<file path="config.mk">
export PLATFORM = sky130hd
export DESIGN_NAME = mem_port_arbiter
export DESIGN_NICKNAME = d
export VERILOG_FILES = /design/src/rtl/mem_port_arbiter.sv
export SDC_FILE = /design/constraint.sdc
export NUM_CORES = 1
export LEC_CHECK = 0
export CAP_MARGIN = 40
export CORE_UTILIZATION = 41
export CTS_CLUSTER_SIZE = 20
export DETAILED_ROUTE_END_ITERATION = 10
export PLACE_DENSITY = 0.87
export SETUP_SLACK_MARGIN = 0.4
export SYNTH_ARGS = -nofsm -noshare
export SYNTH_HDL_FRONTEND = slang
export SYNTH_SLANG_ARGS = --single-unit
</file>
<file path="constraint.sdc">
create_clock -name clk -period 2.8 [get_ports clk]
set_clock_uncertainty 0.05 [all_clocks]
set_input_delay 0.42 -clock clk [delete_from_list [all_inputs] [get_ports clk]]
set_output_delay 0.42 -clock clk [all_outputs]
set_load 0.005 [all_outputs]
</file>
<file path="src/rtl/mem_port_arbiter.sv">
// Round-robin arbiter sharing one single-port RAM between the fetch (IF) and memory (MEM) stages.
// Each grant runs a multi-cycle transaction: address phase, read wait states, one-cycle completion ack.
module mem_port_arbiter #(
  parameter int ADDR_W   = 16,
  parameter int DATA_W   = 16,
  parameter int WAIT_CYC = 2
) (
  input  logic              clk,
  input  logic              rst_n,
  input  logic              if_req,
  input  logic [ADDR_W-1:0] if_addr,
  output logic              if_ack,
  output logic [DATA_W-1:0] if_rdata,
  input  logic              mem_req,
  input  logic              mem_we,
  input  logic [ADDR_W-1:0] mem_addr,
  input  logic [DATA_W-1:0] mem_wdata,
  output logic              mem_ack,
  output logic [DATA_W-1:0] mem_rdata,
  output logic              ram_en,
  output logic              ram_we,
  output logic [ADDR_W-1:0] ram_addr,
  output logic [DATA_W-1:0] ram_wdata,
  input  logic [DATA_W-1:0] ram_rdata,
  output logic              stall_if,
  output logic              stall_mem,
  output logic              busy
);

  // Handshake: a requester raises req (level) with stable attributes and holds it until its
  // one-cycle ack; attributes are captured at grant, and a grant always runs to its ack.

  typedef enum logic [1:0] {
    S_IDLE   = 2'd0,
    S_ACCESS = 2'd1,
    S_WAIT   = 2'd2,
    S_DONE   = 2'd3
  } state_t;

  localparam logic [3:0] WAIT_INIT = 4'(WAIT_CYC);

  state_t     state, state_nx;
  logic [3:0] count, count_nx;
  logic       owner_mem;
  logic       last_mem;
  logic       we_q;
  logic       grant_vld;
  logic       grant_mem;

  always_comb begin
    grant_vld = if_req | mem_req;
    grant_mem = mem_req;
    if (if_req && mem_req) grant_mem = ~last_mem;
  end

  always_comb begin
    state_nx = state;
    count_nx = count;
    case (state)
      S_IDLE: begin
        if (grant_vld) state_nx = S_ACCESS;
      end
      S_ACCESS: begin
        if (we_q) begin
          state_nx = S_DONE;
        end else begin
          count_nx = WAIT_INIT;
          state_nx = S_WAIT;
        end
      end
      S_WAIT: begin
        count_nx = count - 4'd1;
        if (count == 4'd1) state_nx = S_DONE;
      end
      S_DONE: begin
        state_nx = S_IDLE;
      end
      default: begin
        state_nx = S_IDLE;
      end
    endcase
  end

  always_ff @(posedge clk or negedge rst_n) begin
    if (!rst_n) begin
      state     <= S_IDLE;
      count     <= 4'd0;
      owner_mem <= 1'b0;
      last_mem  <= 1'b0;
      we_q      <= 1'b0;
      ram_addr  <= '0;
      ram_wdata <= '0;
      if_rdata  <= '0;
      mem_rdata <= '0;
    end else begin
      state <= state_nx;
      count <= count_nx;
      if (state == S_IDLE && grant_vld) begin
        owner_mem <= grant_mem;
        last_mem  <= grant_mem;
        we_q      <= grant_mem & mem_we;
        ram_addr  <= grant_mem ? mem_addr : if_addr;
        if (grant_mem) ram_wdata <= mem_wdata;
      end
      // Read data is valid on the last wait-state cycle; steer it to the owning port.
      if (state == S_WAIT && count == 4'd1) begin
        if (owner_mem) mem_rdata <= ram_rdata;
        else           if_rdata  <= ram_rdata;
      end
    end
  end

  assign ram_en    = (state == S_ACCESS);
  assign ram_we    = ram_en & we_q;
  assign if_ack    = (state == S_DONE) & ~owner_mem;
  assign mem_ack   = (state == S_DONE) & owner_mem;
  assign busy      = (state != S_IDLE);
  assign stall_if  = if_req & ~if_ack;
  assign stall_mem = mem_req & ~mem_ack;

endmodule
</file>
# == Word-level counts from Yosys, hierarchy flattened ==
# Index checks and enable logic that the tools add are counted.
# Widths: inputs -> output; s select.
# totals
ff_bits,72
in_bits,69
output_inout_bits,71
word_cells,45
# op_classes
n_addsub,1
eq_ne,7
muxes,8
bitwise,10
n_reduce_logical,11
# ops
cell,n
$mux 16,1
$reduce_and 2->1,5
$pmux 2 s4,1
$pmux 4 s2,1
$and 1x1->1,6
$ne 2x2->1 const B,3
$eq 2x2->1 const B,2
$eq 4x1->1 const B,1
$mux 2,2
$mux 4,1
$reduce_bool 2->1,2
$sub 4x1->4 const B,1
$logic_and 1x1->1,3
$not 1->1,3
$eq 2x1->1 const B,1
$logic_not 2->1,1
$mux 1,2
$or 1x1->1,1

# == Longest topological paths before layout ==
# Gate-level depths: netlist of the first run.
# depth
ltp_word,4
depth_mapped,7
depth_no_buf,6

# == Least setup slack after synthesis of the first run ==
# OpenSTA, ideal clock, no wires.
# synth_timing
path_kind,reg-to-reg
startpoint,register count[1]
endpoint,register if_rdata[10]
setup_ps,125
t_arrival_ps,1842
required_ps,2625
slack_ps,784
stages_incl_launch_ff,7
path_buffers,1
synth_period_minus_slack_ps,2016
cell_sequence,dfrtp_1 inv_1 ha_1 or3b_4 nor3_2 buf_4 mux2_2
# synth_between
elab_chain_len,3
# synth_lines
element,line_no,text
from (decl),43,"logic [3:0] count, count_nx;"
from (signal assigned),97,count <= count_nx;
$eq 4x1->1,106,if (state == S_WAIT && count == 4'd1) begin
$logic_and 1x1->1,106,
$reduce_and 2->1 (no line),--,
to (signal assigned),108,else if_rdata <= ram_rdata;
to (decl),13,"output logic [DATA_W-1:0] if_rdata,"
# No other way between the ends.
# A chain may end at the register's enable or synchronous reset.

# == Worst setup path after layout of the first run ==
# layout_timing
startpoint,register count[1]
endpoint,register mem_rdata[10]
# layout_between
elab_chain_len,3
# layout_lines
element,line_no,text
$eq 4x1->1,106,
$logic_and 1x1->1,106,
$reduce_and 2->1 (no line),--,
to (signal assigned),107,if (owner_mem) mem_rdata <= ram_rdata;
to (decl),19,"output logic [DATA_W-1:0] mem_rdata,"
# No other way between the ends.

==> results of run 1 <==
## worst max path at each step
stage | to | slack, ps | cells past startpoint
final | mem_rdata[10] | 490 | 5
after global routing | mem_rdata[10] | 400 | 5
after detailed placement | mem_rdata[10] | 500 | 5
after global placement | mem_rdata[9] | 570 | 5
after floorplan | if_rdata[10] | 780 | 6
after CTS | ram_we | 470 | 5
## cells by family (layout without fill, tap and decap cells)
logic type | count (synthesis) | count (layout)
compound gates | 29 | 29
fa+ha+maj | 6 | 6
buf+inv | 18 | 168
flops | 72 | 72
mux | 67 | 67
simple gates | 31 | 31
## synth_stat cells (all sizes together)
| master | n |
|---|---|
| and2 | 1 |
| nor2b | 3 |
| mux2 | 49 |
| a21bo | 1 |
| clkbuf | 4 |
| inv | 8 |
| a32oi | 1 |
| a2111oi | 1 |
| or3 | 1 |
| dfrtp | 72 |
| o2bb2ai | 2 |
| a211oi | 1 |
| nand3 | 1 |
| mux2i | 18 |
| buf | 6 |
| nand2 | 20 |
| a22o | 1 |
| a21oi | 2 |
| ha | 6 |
| or3b | 1 |
| a32o | 1 |
| o21ai | 18 |
| a21boi | 1 |
| nor2 | 1 |
| nor3 | 3 |
## sequential cells by signal (all words and copies together) (netlist names)
name,flops
count,4
ram_wdata,16
ram_addr,16
state,2
last_mem,1
mem_rdata,16
if_rdata,16
we_q,1
## worst reg2reg max path, stage by stage (launching register included)
cell     delay (ps)
dfrtp_1         380
inv_1           100
ha_1            140
or3b_4          390
or3_1           690
mux2_4          440
## layout make-up
cell class / count / area share (%)
flip-flops and latches: 72 / 37.3
repair buffers: 144 / 29.8
multi-input cells: 133 / 24.4
clock buffers: 11 / 3.13
well taps: 99 / 2.56
clock inverters: 5 / 2.12
inverters: 8 / 0.621
## metal layers
metal | up-vias | global-route usage (%) | share of wire (%)
met4 | 0 | 6.60 | 1.8
met5 | - | 0 | 0
met1 | 1027 | 22.3 | 40
met3 | 13 | 6.62 | 8.7
met2 | 100 | 31.7 | 49
li1 | 1075 | - | -
## through the flow
stage | util [%] | hold WS [ps] | instances | setup slack (ps) | power, mW
finish | 66.6 | 436 | 472 | 488 | 5.05
global route | 66.6 | 470 | 472 | 400 | 5.42
CTS | 66.6 | 441 | 472 | 472 | 5.12
detailed placement | 62.9 | 339 | 455 | 500 | 4.10
global placement | 62.7 | 410 | 454 | 566 | 3.98
floorplan | - | 74.4 | 223 | 784 | 2.74
## power groups by stage
stage | Sequential, mW | Combinational (mW) | Clock [mW]
global placement | 1.86 | 2.12 | 0
floorplan | 1.88 | 0.854 | 0
detailed placement | 1.88 | 2.21 | 0
CTS | 1.87 | 2.22 | 1.03
finish | 1.86 | 2.18 | 1.01
global route | 1.93 | 2.40 | 1.08
## repair_timing
action | 4_1_cts | 5_1_grt
gates resized for setup | 0 | 1
endpoints found under the hold margin | 31 | 0
endpoints found under the setup margin | 0 | 1
hold buffers | 1 | 0
==> metrics.yaml, run 1 <==
status: "finished clean"
path_clk_slew_ps: 70
switchingPower_mw: 1.39
cts_buffers: 9
synth-compound-area-share_pct: 5.87
synth_nets: 298
worst_ep_required_time_ps: 2960
finalHoldViolCount: 0
worst-path-buf-inv: 1
dieHeight_um: 88.6
layout_commonest_cell: "clkdlybuf4s50_1"
synthCells: 223
initial_core_util_pct: 42.3
p_leak_nw: 2.10
cpLargestDelayFamily: "simple AND/OR/NAND/NOR gates"
drt-vias-per-instance: 4.69
swShare_pct: 27.4
synth_top_family_by_area: "multiplexers"
yosys_warnings: 0
track_usage_pct: 18.8
intPower_mw: 3.66
nets: 443
grt_pass1_wl_um: 11100
slew-limit-headroom_pct: 41.6
clock_path_buffers: 2
path_cells: "inv_1 -> ha_1 -> or3b_4 -> or3_1 -> mux2_4"
min_period_over_period_pct: 82.6
design.core.area_sq_um: 7250
htreeDepth: 3
fin_area_sq_um: 4830
dpl_cell_area_sq_um: 4570
worstSetupStartpoint: "count[1]"
muxShareOfSynthArea_pct: 25.1
worstMarginPinSlew_ps: 875
crit_path_max_incr_delay_ps: 690
cts_tree: "done"
hp-start: "ram_addr[11]"
syn_to_final_growth_pct: 57.3
ys_seq_elements: 72
grt_max_degree: 42
combinationalPowerShare_pct: 43.1
root_buffer: "clkbuf_8"
p_clk_share_pct: 20.0
postCtsSetupRepairBufs: 0
max_clock_freq_ghz: 0.432
setup_tns_ps: 0
wl_per_cell_um: 14.4
drt-total-wl_um: 6800
layout_common_cells: "clkdlybuf4s50_1 (138), dfrtp_1 (72), mux2_2 (39), nand2_1 (20), mux2i_1 (18)"
holdPathEnd: "ram_addr[11]"
ios: 140
critPathLaunchType: "flop"
reg2reg_to: "mem_rdata[10]"
synth-xor-area-share_pct: 0
antenna_found_initial: 0
synth_cell_types: 31
crit_fanout: 16
rrSetupSlack_ps: 490
synth.avg_cell_area_sq_um: 13.8
power_density_nw_per_um2: 1040
rsz0062_at_grt: "no"
finalWeightedCongestion: 0.780
rows: 31
hp-class: "flop to flop"
fillers: 583
slew_violations: 0
netlist_top_cells_area: "dfrtp_1 (59%), mux2_2 (14%), mux2i_1 (5.9%), mux2_4 (4.9%), o21ai_0 (2.8%)"
synth_top_area_cell: "dfrtp_1"
ir_worst_vdd_mv: 0.508
layout-drive-gt1-share_pct: 20.6
drv_cap: 0
grt_pass1_vias: 2304
clock-sinks: 72
pwr-share-seq_pct: 36.9
dp_hpwl_um: 5290
arrival_ps: 2470
fp.dieW_um: 88.6
end_kind: "flop"
min_path_cells: 2
finalSetupViolCount: 0
worstSkewPairLatency_ps: 330
synth_fa_ha_area_share_pct: 2.44
drc_errors: 0
synth_top_area_share_pct: 58.7
dr.first_iter.drc_count: 56
cp_slowest_cell: "or3_1"
multi_input_area_sq_um: 1180
syn_area_sq_um: 3070
postRouteAntennaNets: 0
r2r_cells: 5
diodes: 0
yosys.area_share.simple_pct: 4.77
drtPass1Iterations: 3
reg2reg_from: "count[1]"
final.min_clock_period_ps: 2310
critPathKind: "flop to flop"
portBuffers: 139
die-area_sq_um: 7840
register_area_sq_um: 1800
vias: 2215
grt-ovfl-total: 0
synth_seq_area_share_pct: 58.7
Note: power is estimated with default switching activity, not from simulation.
==> run 2: changes to the inputs <==
- clock period: 2.8 -> 2.2 ns (I/O delays scaled with it)
==> run 2 against run 1 <==
Compared with the run above: clock power up 12%; critical path depth rose by 1; non-clock buffer count is 17 higher; critical endpoint is now mem_rdata[14]; highest routed layer unchanged.
==> metrics.yaml, run 2 (same netlist as run 1, synthesis figures left out) <==
ios: 140  # unchanged
layout_commonest_cell: "clkdlybuf4s50_1"
drt-vias-per-instance: 4.79  # +2.1%
min_period_over_period_pct: 89.8  # +7.2 points
rsz0062_at_grt: "yes"
path_clk_slew_ps: 80  # about the same
rrSetupSlack_ps: 230  # -260 ps
layout-drive-gt1-share_pct: 27.9  # +7.3 points
dieHeight_um: 88.6  # unchanged
power_density_nw_per_um2: 1300  # +25%
cts_tree: "done"
gr-usage-met1_pct: 22.2  # -0.054 points
drtPass1Iterations: 4  # +1
status: "finished clean"
fin_area_sq_um: 5080  # +5.2%
crit_fanout: 16  # unchanged
min_path_cells: 2  # unchanged
hold-worst-slack_ps: 433  # -3.08 ps
clock_path_buffers: 2  # unchanged
root_buffer: "clkbuf_8"
finalHoldViolCount: 0  # unchanged
reg2reg_from: "count[1]"
max_clock_freq_ghz: 0.506  # +17%
fillers: 528  # -9.4%
syn_to_final_growth_pct: 65.5
finalSetupViolCount: 0  # unchanged
clock-sinks: 72  # unchanged
dpl_cell_area_sq_um: 4660  # +2.1%
grt_util_met2_pct: 35.6  # +3.8 points
initial_core_util_pct: 42.3  # unchanged
met3_usage_pct: 6.06  # -0.56 points
dp_hpwl_um: 5460  # +3.2%
dr.first_iter.drc_count: 24  # -57%
grt_pass1_vias: 2439  # +5.9%
drt-total-wl_um: 7550  # +11%
htreeDepth: 3  # unchanged
antenna_found_initial: 0  # unchanged
grt_pass1_wl_um: 11600  # +5.2%
drv_cap: 0  # unchanged
finalWeightedCongestion: 0.734  # -5.9%
r2r_cells: 6  # +1
worst_ep_required_time_ps: 2370  # -590 ps
end_kind: "flop"
grt-busiest-layer: "met2"
track_usage_pct: 19.9  # +1.2 points
design.core.area_sq_um: 7250  # unchanged
vias: 2344  # +5.8%
drc_errors: 0  # unchanged
hp-class: "flop to flop"
slew_violations: 0  # unchanged
worstMarginPinSlew_ps: 499  # -377 ps
hp-start: "ram_addr[13]"
slew-limit-headroom_pct: 66.8  # +25 points
die-area_sq_um: 7840  # unchanged
p_total_mw: 6.63  # +31%
final.min_clock_period_ps: 1970  # -337 ps
rows: 31  # unchanged
nets: 460  # +3.8%
arrival_ps: 2150  # -320 ps
layout_common_cells: "clkdlybuf4s50_1 (131), dfrtp_1 (70), mux2_4 (26), mux2_2 (23), nand2_1 (19)"
reg2reg_to: "mem_rdata[14]"
ir_worst_vdd_mv: 0.581  # +14%
cts_buffers: 9  # unchanged
wl_per_cell_um: 15.4  # +7.3%
diodes: 0  # unchanged
p_leak_nw: 2.24  # +6.5%
grt-ovfl-total: 0  # unchanged
critPathLaunchType: "flop"
critPathKind: "flop to flop"
fp.dieW_um: 88.6  # unchanged
postRouteAntennaNets: 0  # unchanged
setup_tns_ps: 0  # unchanged
holdPathEnd: "ram_addr[13]"
portBuffers: 139  # unchanged
grt_max_degree: 38  # -9.5%
worstSkewPairLatency_ps: 330  # about the same
-- run 2: cell count changes in the layout (fill, tap and decap cells not counted), moves of 3 or more --
cell	previous run	this run
inv_1	8	4
clkdlybuf4s50_1	138	131
inv_2	0	4
mux2_4	10	26
ha_1	5	1
buf_6	0	3
buf_4	4	15
clkdlybuf4s15_1	0	3
mux2_2	39	23
-- run 2: how the worst max path moves through the flow --
stage / startpoint / depth (start not counted) / to
final: count[1] / 6 / mem_rdata[14]
after global routing: count[1] / 6 / mem_rdata[8]
after CTS: count[1] / 6 / mem_rdata[8]
after detailed placement: count[1] / 6 / mem_rdata[14]
after global placement: count[1] / 6 / mem_rdata[13]
after floorplan: count[1] / 7 / mem_rdata[10]
-- run 2: cell type report --
cell class | instances | area [sq um] | share of cell area (%)
clock buffer | 9 | 124 | 2.44
tap | 99 | 124 | 2.44
clock inverter | 7 | 96.3 | 1.89
inverter | 8 | 30.0 | 0.591
multi-input combinational | 133 | 1290 | 25.4
sequential | 72 | 1800 | 35.5
timing repair buffer | 161 | 1610 | 31.7
-- run 2: power by group --
part	switching (mW)	total (mW)	internal, mW
Clock	0.488	1.13	0.637
Combinational	1.02	3.08	2.06
Sequential	0.430	2.42	1.99
Total	1.94	6.63	4.69
-- run 2: layer usage --
metal,share of wire (%),wire [um]
met3,7.4,560
met1,38,2880
met4,0.90,68
met5,0,0
met2,53,4040
-- run 2: critical path, stage by stage, from the launching register on --
cell and delay (ps):
dfrtp_1 390, inv_2 90, ha_4 120, or3b_4 390, or3_4 350, buf_12 170, mux2_4 300
-- run 2: stage by stage --
stage / setup slack (ps) / utilization, % / std cells
floorplan: 195 / - / 223
global placement: 220 / 64.3 / 461
detailed placement: 177 / 64.3 / 461
CTS: 243 / 69.5 / 486
global route: 207 / 70.1 / 489
finish: 225 / 70.1 / 489
-- run 2: timing repair --
action	4_1_cts	5_1_grt
gates resized for setup	38	9
endpoints found under the setup margin	39	40
hold buffers	1	0
hold endpoints to repair	36	0
setup buffers	7	3
cloned	1	0
pin swaps	1	1
==> run 3: changes to the inputs <==
- ABC_AREA: unset -> 1
- CORE_UTILIZATION: 41 -> 43
- PLACE_DENSITY: 0.87 -> 0.89
- SLEW_MARGIN: unset -> 40
==> run 3 against run 2 <==
Compared with the run above: total power rose by 0.57%; global-route usage is 2.5 points higher; register-to-register slack better by 360 ps; critical endpoint is now stall_if; design area increased by 0.34%; die area rose by 2.6%; first-iteration DRC count increased to 3.9 times the previous value; highest routed layer unchanged; core utilization decreased by 0.50 points; worst hold slack got worse by 7.6 ps; combinational power up 3%.
==> metrics.yaml, run 3 <==
track_usage_pct: 22.5  # +2.5 points
nets: 621  # +35%
postRouteAntennaNets: 0  # unchanged
slew-limit-headroom_pct: 66.9  # +0.15 points
dieHeight_um: 89.7  # +1.3%
ios: 140  # unchanged
setup_tns_ps: 0  # unchanged
synth_cell_types: 22  # -29%
layout_commonest_cell: "nand2_1"
grt_pass1_vias: 3137  # +29%
critical_path.most_common_cell: "buf_6"
synth_top_area_share_pct: 54.5  # -4.2 points
critPathLaunchType: "flop"
synth_flop_cell: "dfrtp_1"
grt-ovfl-total: 0  # unchanged
synth_top_area_cell: "dfrtp_1"
drt-vias-per-instance: 4.93  # +2.8%
dp_hpwl_um: 6070  # +11%
finalHoldViolCount: 0  # unchanged
clock-sinks: 72  # unchanged
crit_fanout: 4  # -12
clock_path_buffers: 2  # unchanged
worstSkewPairLatency_ps: 340  # about the same
portBuffers: 139  # unchanged
cp_slowest_cell: "dfrtp_1"
initial_core_util_pct: 45.1  # +2.8 points
synth_edf_count: 0  # unchanged
cts_tree: "done"
yosys_warnings: 0  # unchanged
synth_nets: 477  # +60%
grt_max_degree: 40  # +5.3%
p_leak_nw: 2.50  # +11%
drv_cap: 0  # unchanged
finalNonFillerCells: 650  # +33%
cpLargestDelayFamily: "flip-flops"
design.core.area_sq_um: 7330  # +1.1%
arrival_ps: 1470  # -680 ps
vias: 3204  # +37%
max_clock_freq_ghz: 0.541  # +6.9%
min_period_over_period_pct: 84.0  # -5.8 points
hold-worst-slack_ps: 425  # -7.61 ps
drtPass1Iterations: 4  # unchanged
grt_pass1_wl_um: 14500  # +25%
finalWeightedCongestion: 0.780  # +6.3%
critPathKind: "flop to output pin"
synthCells: 402  # +80%
worst_ep_required_time_ps: 1820  # -550 ps
crit_path_max_incr_delay_ps: 440  # +50 ps
diodes: 0  # unchanged
yosysMostFrequentCell: "nand2_1"
ys_seq_elements: 72  # unchanged
drt-total-wl_um: 8660  # +15%
synth_seq_area_share_pct: 54.5  # -4.2 points
syn_area_sq_um: 3310  # +7.7%
rsz0062_at_grt: "yes"
drc_errors: 0  # unchanged
synth_common_cells: "nand2_1 (177), dfrtp_1 (72), nand4_1 (32)"
syn_to_final_growth_pct: 54.2
netlist_top_cells_area: "dfrtp_1 (54%), nand2_1 (20%), nand4_1 (6.1%), nand3_1 (3.6%), inv_1 (3.3%)"
wl_per_cell_um: 13.3  # -14%
hp-class: "flop to flop"
cts_buffers: 9  # unchanged
slew_violations: 0  # unchanged
die-area_sq_um: 8050  # +2.6%
layout_common_cells: "nand2_1 (177), clkdlybuf4s50_1 (131), dfrtp_1 (71), nand4_1 (32), inv_1 (25)"
dr.first_iter.drc_count: 93  # +290%
synth.avg_cell_area_sq_um: 8.23  # -40%
final.min_clock_period_ps: 1850  # -127 ps
async_flop_share_pct: 100  # unchanged
root_buffer: "clkbuf_8"
antenna_found_initial: 0  # unchanged
dpl.cell_count: 627  # +36%
htreeDepth: 3  # unchanged
ir_worst_vdd_mv: 0.719  # +24%
worstMarginPinSlew_ps: 496  # -2.22 ps
fp.dieW_um: 89.7  # +1.3%
path_clk_slew_ps: 70  # about the same
end_kind: "output pin"
path_cells: "buf_6 -> ha_4 -> buf_6 -> inv_4 -> nor2_4 -> nor2_1 -> buf_2"
layout-drive-gt1-share_pct: 9.80  # -18 points
finalSetupViolCount: 0  # unchanged
rows: 31  # unchanged
worst-path-buf-inv: 4  # +2
status: "finished clean"
power_density_nw_per_um2: 1310  # +0.22%
==> run 3: path summary, 6_finish.rpt <==
| kind | startpoint | end | slack [ps] | cells after the start |
|---|---|---|---|---|
| hold / removal | if_rdata[9] | if_rdata[9] | 430 | 2 |
| max in group asynchronous | rst_n | state[0] | 1100 | 3 |
| min in group asynchronous | rst_n | mem_rdata[15] | 450 | 2 |
| setup reg to reg | state[1] | if_rdata[1] | 590 | 6 |
| setup / recovery | state[1] | stall_if | 350 | 7 |
| hold reg to reg | if_rdata[9] | if_rdata[9] | 430 | 2 |
==> run 3: cell families after synthesis <==
group / Yosys count / synth area share [%]
buffers and inverters: 55 / 7.49
AND/OR/NAND/NOR: 245 / 31.7
AO/OA/AOI/OAI: 23 / 3.86
adder cells (fa/ha/maj): 6 / 2.27
flip-flops: 72 / 54.5
XOR/XNOR: 1 / 0.265
==> run 3: final cells by class <==
class | count | area (sq um)
sequential | 72 | 1800
timing repair buffer | 154 | 1510
tap | 99 | 124
multi-input combinational | 275 | 1310
inverter | 34 | 135
fill | 552 | 2230
clock buffer | 11 | 141
clock inverter | 5 | 80.1
==> run 3: timing repair <==
action / CTS / global route
hold buffers: 1 / 0
buffers inserted: 3 / 3
gates resized for setup: 27 / 10
pin swaps: 2 / 2
endpoints found under the setup margin: 7 / 34
endpoints found under the hold margin: 38 / 0
==> run 3: per-layer routing <==
layer,global-route usage (%),vias to the layer above,wire length [um]
li1,-,1566,-
met3,7.78,15,657
met1,27.5,1488,3640
met4,7.65,0,151
met2,37.1,135,4210
met5,0,-,0
==> run 3: per-stage QoR <==
stage,setup slack [ps],power [mW],instance area [sq um],utilization [%]
3_3_place_gp,269,5.22,4780,65.2
3_5_place_dp,260,5.35,4780,65.2
2_1_floorplan,721,3.65,3310,-
5_1_grt,277,7.16,5100,69.6
4_1_cts,145,6.58,5040,68.8
6_report,352,6.67,5100,69.6
==> run 3: tightest hold or removal path: cells and delay by family, from the launching register on <==
family        cells  cell delay [ps]
flops             1              350
simple gates      2              100
==> run 3: where the power goes <==
| part | total [mW] | internal, mW | switching, mW |
|---|---|---|---|
| logic | 3.17 | 1.67 | 1.50 |
| registers | 2.35 | 1.96 | 0.390 |
| clock network | 1.15 | 0.668 | 0.479 |
| total | 6.67 | 4.30 | 2.37 |
